--- src/rtl/bit_code_gen.sv ---
// Pulse-width serial bit encoder (WS2812-style) fed by a valid/ready bit stream.
// Optional macro BIT_CODE_INV_EN inverts bit_code_o (idle/reset level becomes 1).
module bit_code_gen #(
  parameter int unsigned HIGH_W   = 8,
  parameter int unsigned PERIOD_W = 9
) (
  input  logic                clk_i,
  input  logic                rst_i,
  input  logic                bit_vld_i,
  input  logic                bit_data_i,
  input  logic [HIGH_W-1:0]   reg_t0h_time_i,
  input  logic [PERIOD_W-1:0] reg_t0s_time_i,
  input  logic [HIGH_W-1:0]   reg_t1h_time_i,
  input  logic [PERIOD_W-1:0] reg_t1s_time_i,
  output logic                bit_rdy_o,
  output logic                bit_code_o
);

`ifdef BIT_CODE_INV_EN
  localparam logic CODE_INV = 1'b1;
`else
  localparam logic CODE_INV = 1'b0;
`endif

  typedef enum logic [1:0] {IDLE, HIGH, LOW} state_t;

  state_t              state, state_nx;
  logic [PERIOD_W-1:0] cnt, cnt_nx;
  logic [PERIOD_W-1:0] last, last_nx;
  logic [PERIOD_W-1:0] high, high_nx;
  logic [PERIOD_W-1:0] sel_s, sel_h, per, hi;
  logic                code_nx, rdy_nx, accept;

  assign accept = bit_vld_i && bit_rdy_o;

  // Effective timing of the candidate bit: P = max(ts,1), H = min(th,P).
  always_comb begin
    sel_s = bit_data_i ? reg_t1s_time_i : reg_t0s_time_i;
    sel_h = bit_data_i ? PERIOD_W'(reg_t1h_time_i) : PERIOD_W'(reg_t0h_time_i);
    per   = (sel_s == '0) ? PERIOD_W'(1) : sel_s;
    hi    = (sel_h > per) ? per : sel_h;
  end

  // Outputs are registered from the next counter value, so they describe the
  // cycle that follows the edge; this gives the 1-clock accept latency.
  always_comb begin
    state_nx = state;
    cnt_nx   = cnt;
    last_nx  = last;
    high_nx  = high;
    code_nx  = 1'b0;
    rdy_nx   = 1'b0;
    if (accept) begin
      cnt_nx   = '0;
      last_nx  = per - PERIOD_W'(1);
      high_nx  = hi;
      code_nx  = (hi != '0);
      state_nx = code_nx ? HIGH : LOW;
      rdy_nx   = (per == PERIOD_W'(1));
    end else begin
      case (state)
        IDLE: rdy_nx = 1'b1;
        HIGH, LOW: begin
          if (cnt == last) begin
            state_nx = IDLE;
            cnt_nx   = '0;
            rdy_nx   = 1'b1;
          end else begin
            cnt_nx   = cnt + PERIOD_W'(1);
            code_nx  = (cnt_nx < high);
            state_nx = code_nx ? HIGH : LOW;
            rdy_nx   = (cnt_nx == last);
          end
        end
        default: state_nx = IDLE;
      endcase
    end
  end

  always_ff @(posedge clk_i or posedge rst_i) begin
    if (rst_i) begin
      state      <= IDLE;
      cnt        <= '0;
      last       <= '0;
      high       <= '0;
      bit_rdy_o  <= 1'b0;
      bit_code_o <= CODE_INV;
    end else begin
      state      <= state_nx;
      cnt        <= cnt_nx;
      last       <= last_nx;
      high       <= high_nx;
      bit_rdy_o  <= rdy_nx;
      bit_code_o <= code_nx ^ CODE_INV;
    end
  end

endmodule

--- config.mk ---
export PLATFORM = sky130hd
export DESIGN_NAME = bit_code_gen
export DESIGN_NICKNAME = d
export VERILOG_FILES = /design/src/rtl/bit_code_gen.sv
export SDC_FILE = /design/constraint.sdc
export NUM_CORES = 1
export LEC_CHECK = 0
export CORE_MARGIN = 5
export CORE_UTILIZATION = 55
export CTS_CLUSTER_SIZE = 10
export DETAILED_ROUTE_END_ITERATION = 6
export PLACE_DENSITY_LB_ADDON = 0.15
export SLEW_MARGIN = 10
export SYNTH_ARGS = -nofsm -noshare
export SYNTH_HDL_FRONTEND = slang
export SYNTH_SLANG_ARGS = --single-unit
--- constraint.sdc ---
create_clock -name clk_i -period 6.4 [get_ports clk_i]
set_input_delay 0.64 -clock clk_i [delete_from_list [all_inputs] [get_ports clk_i]]
set_output_delay 0.64 -clock clk_i [all_outputs]
set_load 0.02 [all_outputs]
After elaboration in Yosys (flattened, before gate mapping)

Cells that the tools add are included.

Bits in latches: 0
Memory bits (read-only): 0
Input port bits: 38
Register bits: 31
RAM bits: 0
Memories: 0

Bitwise gates (word level): 0
Shifts and indexed selects: 0
Reductions and logical operators: 6
Mux-type cells: 18
Multipliers: 0
Add/subtract/negate cells: 2
$lt $le $gt $ge: 2
Div/mod/pow operators: 0
Equality and inequality tests: 6

Operators by type and width:

| kind                                                 | count |
|---|---|
| 2-to-1 mux 9 bit                                     | 6 |
| equality test 9 bit                                  | 2 |
| adder 9 x 1 -> 9 bit (second input constant)         | 1 |
| equality test 9 x 1 -> 1 bit (second input constant) | 1 |
| > comparator 8 x 9 -> 1 bit                          | 1 |
| zero test 9 bit                                      | 1 |
| less-than comparator 9 bit                           | 1 |
| nonzero test 9 bit                                   | 1 |
| subtractor 9 x 1 -> 9 bit (second input constant)    | 1 |
| 2-to-1 mux 2 bit                                     | 4 |
| 2-to-1 mux 8 bit                                     | 1 |
| 2-to-1 mux 1 bit                                     | 5 |
| case mux 2 bit (2 select lines)                      | 1 |
| equality test 2 x 1 -> 1 bit (second input constant) | 1 |
| equality test 2 bit (second input constant)          | 1 |
| zero test 2 bit                                      | 1 |
| != test 2 bit (second input constant)                | 1 |
| case mux 1 bit (2 select lines)                      | 1 |
| nonzero test 2 bit                                   | 1 |
| OR reduction 2 bit                                   | 1 |
| logical AND 1 bit                                    | 1 |

Logic depth before layout (Yosys ltp)

Depth in word-level cells: 8
Depth in mapped cells: 13
Depth with buffers taken out: 11

Worst setup path after synthesis

No wires, ideal clock.

Path type: input to register
Start point: input bit_data_i
End point: register high[4]
Data required time: 6.323 ns
Arrival: 3.108 ns
Path slack: 3.215 ns
Cell stages on the path: 12
Setup time: 0.077 ns
Path buffers: 4
Cell sequence: buf_6 buf_6 buf_2 mux2_2 ha_1 a211oi_1 nor2_1 nor4_4 or3_1 buf_2 mux2_2 o21ai_1

Word-level cells in the longest chain between the ends: 5
Elaborated cells between the ends (all ways): 6
Classes of those cells: order compare (1); mux (4); reduce/logical (1)

RTL lines:

| element                     | line | text |
|---|---|---|
| start: declaration          | 10   | `input logic bit_data_i,` |
| 2-to-1 mux 9 bit            | 38   | `sel_s = bit_data_i ? reg_t1s_time_i : reg_t0s_time_i;` |
| zero test 9 bit             | 40   | `per = (sel_s == '0) ? PERIOD_W'(1) : sel_s;` |
| 2-to-1 mux 9 bit            | 40   |  |
| > comparator 8 x 9 -> 1 bit | 41   | `hi = (sel_h > per) ? per : sel_h;` |
| 2-to-1 mux 9 bit *          | 41   |  |
| end signal: assignment      | 92   | `high <= high_nx;` |
| end: declaration            | 30   | `logic [PERIOD_W-1:0] high, high_nx;` |

Mark *: on every way between the ends. The rest lies on a longest branch, timed or not.
A chain may end at the register's enable or synchronous reset.

Final worst setup path

Start point: input bit_data_i
End point: register high[6]

Same word-level chain as after synthesis.

==> impl_metrics.json <==
{
  "htree_levels": 2,
  "slew_violations": 0,
  "clock-sinks": 31,
  "power.density_nw_per_um2": 325.0,
  "ir_drop_mv": 0.1346,
  "tritoncts": "done",
  "worst_slack_ns": 2.422,
  "cp_max_fo": 28,
  "nNetsFinal": 392,
  "ys_ff_latch": 31,
  "fp.dieW_um": 78.79,
  "synth_cell_types": 48,
  "ant_nets": 0,
  "final_cell_mix": "39 x clkdlybuf4s50_1, 34 x nand2_1, 31 x dfrtp_1",
  "hpwlAfterDp_um": 4840,
  "crit_slowest_cell": "nor3_1",
  "finalPower_mw": 1.002,
  "tightest_slew_ns": 1.056,
  "initial_core_util_pct": 55.84,
  "antenna_found_initial": 0,
  "wl_per_cell_um": 15.50,
  "crit_type": "in2reg",
  "die-area_um2": 6208,
  "first_global_vias": 2315,
  "hold_start": "high[3]",
  "r2r_setup_slack_ns": 3.70,
  "required_ns": 6.59,
  "synth_cells": 298,
  "outcome": "completed",
  "row_count": 25,
  "final_common_cell": "clkdlybuf4s50_1",
  "synth-async-reset-ratio_pct": 100.0,
  "cts_buffer_depth": 2,
  "period_needed_ns": 3.978,
  "period_share_pct": 62.16,
  "cts-root-buf": "clkbuf_8",
  "whs_path_depth": 2,
  "setup_tns_ns": 0,
  "cap_violations": 0,
  "remaining_drc_errors": 0,
  "cp_cell_sequence": "clkdlybuf4s50_1 > buf_4 > mux2i_4 > o21ai_1 > nor3b_1 > o21a_1 > ha_1 > nand4_1 > o21ai_2 > nor3_1 > mux2_2 > o21ai_0",
  "hold_ws_ns": 0.4765,
  "cts_resized": 0,
  "grt_usage_pct": 20.87,
  "slowest_delay_ns": 0.48,
  "rsz0062_at_grt": "false",
  "syn_avg_cell_area_um2": 8.733,
  "post_cts_buffers": 0,
  "cts.clk_slew.worst_paths_ns": 0.07,
  "port_buffers": 39,
  "overflow": 0,
  "dpl_worst_slack_ns": 2.116,
  "core-area_um2": 4661,
  "fillerInstances": 373,
  "final_core_util_pct": 66.17,
  "area_growth_pct": 18.51,
  "place_congestion": 0.9379,
  "syn-cell-area_um2": 2602,
  "rr_worst_depth": 11,
  "setup_violations": 0,
  "r2r_end": "state[0]",
  "start_kind": "input port",
  "grt_max_degree": 36,
  "ios": 40,
  "max_slew_margin_pct": 29.44,
  "synth_warnings": 0,
  "synth_edf_count": 0,
  "num_vias": 2274,
  "min_to": "high[3]",
  "routed_wl_um": 6013,
  "diodes": 0,
  "cp.arrival_ns": 4.17,
  "vias_per_cell": 5.861,
  "syn_nets": 357,
  "cts_hold_buf": 0,
  "die_h_um": 78.79,
  "hold_violations": 0,
  "synth-seq-area-share_pct": 29.81,
  "grt_first_pass_wirelength_um": 10290,
  "r2r-start": "cnt[0]",
  "cts_made_buffers": 5,
  "dr.pass1.iters": 4,
  "p_leak_nw": 1.339,
  "hp-class": "reg2reg",
  "endpoint_kind": "flop",
  "insertion_delay_ns": 0.29,
  "drt_iter0_drc": 80,
  "clock_skew_ns": 0.005421,
  "drive_above_1_share_pct": 8.383,
  "ys.flop_type": "dfrtp_1",
  "fmax_mhz": 251.4
}
-- per-stage QoR --
step,instances,area (um^2)
finish,388,3084
global route,388,3084
CTS,388,3084
detailed placement,380,2999
global placement,380,2999
floorplan,298,2603
-- cells in the mapped netlist, types with 5 or more instances --
library cell,instances,area [um^2]
a21oi_1,9,45.04
clkbuf_1,6,22.52
dfrtp_1,31,775.7
ha_1,21,262.8
inv_1,19,71.32
mux2_2,7,78.83
mux2i_1,10,100.1
nand2_1,34,127.6
nand3_1,11,55.05
nand4_1,6,37.54
nor2_1,15,56.30
nor3_1,11,55.05
nor4_1,8,50.05
o21a_1,6,45.04
o21ai_0,19,95.09
o31ai_1,5,37.54
xnor2_1,15,131.4
xor2_1,11,96.34
-- layer usage --
| metal | track usage (%) | wire length (um) |
|---|---|---|
| met3 | 3.515 | 268 |
| met5 | 0 | 0 |
| met4 | 10.14 | 174 |
| met1 | 24.39 | 2657 |
| met2 | 36.84 | 2912 |
-- final cells by class --
class	count	area, um^2	area share, %
multi-input cells	235	1679	54.44
well taps	54	67.56	2.191
flip-flops and latches	31	775.7	25.15
repair buffers	41	405.4	13.14
inverters	19	71.32	2.312
clock buffers	6	72.57	2.353
clock inverters	2	12.51	0.4057
-- sequential cells by signal, indices dropped and copies added (netlist names) --
signal,count
high,9
state,2
last,9
bit_code_o,1
cnt,9
bit_rdy_o,1
-- critical path, delay by kind of cell --
family,cells,cell delay (ns)
simple gates,3,0.90
fa+ha+maj,1,0.29
buf+inv,2,0.79
mux,2,0.80
compound gates,4,0.74
-- logic make-up after synthesis --
family                   after synthesis  share of synthesized area (%)
XOR/XNOR                              26                          8.750
flip-flops                            31                          29.81
AND/OR/NAND/NOR                      102                          19.62
adder cells (fa/ha/maj)               21                          10.10
AO/OA/AOI/OAI                         66                          16.92
multiplexers                          20                          9.135
buffers and inverters                 32                          5.673
-- power breakdown --
| part | switching [mW] | internal, mW | total, mW |
|---|---|---|---|
| Clock | 0.0738 | 0.0758 | 0.150 |
| Sequential | 0.0702 | 0.270 | 0.340 |
| Combinational | 0.288 | 0.225 | 0.513 |
| Total | 0.432 | 0.571 | 1.00 |
-- how the worst max path moves through the flow --
stage | from | endpoint | slack, ns | cells after the start
6_report | bit_data_i | high[6] | 2.42 | 12
5_1_grt | bit_data_i | high[5] | 2.18 | 12
4_1_cts | bit_data_i | high[6] | 2.42 | 12
3_5_place_dp | bit_data_i | high[5] | 2.12 | 12
3_3_place_gp | bit_data_i | high[6] | 2.30 | 12
2_1_floorplan | bit_data_i | high[4] | 3.22 | 12
Power figures use the tool's default switching activity.
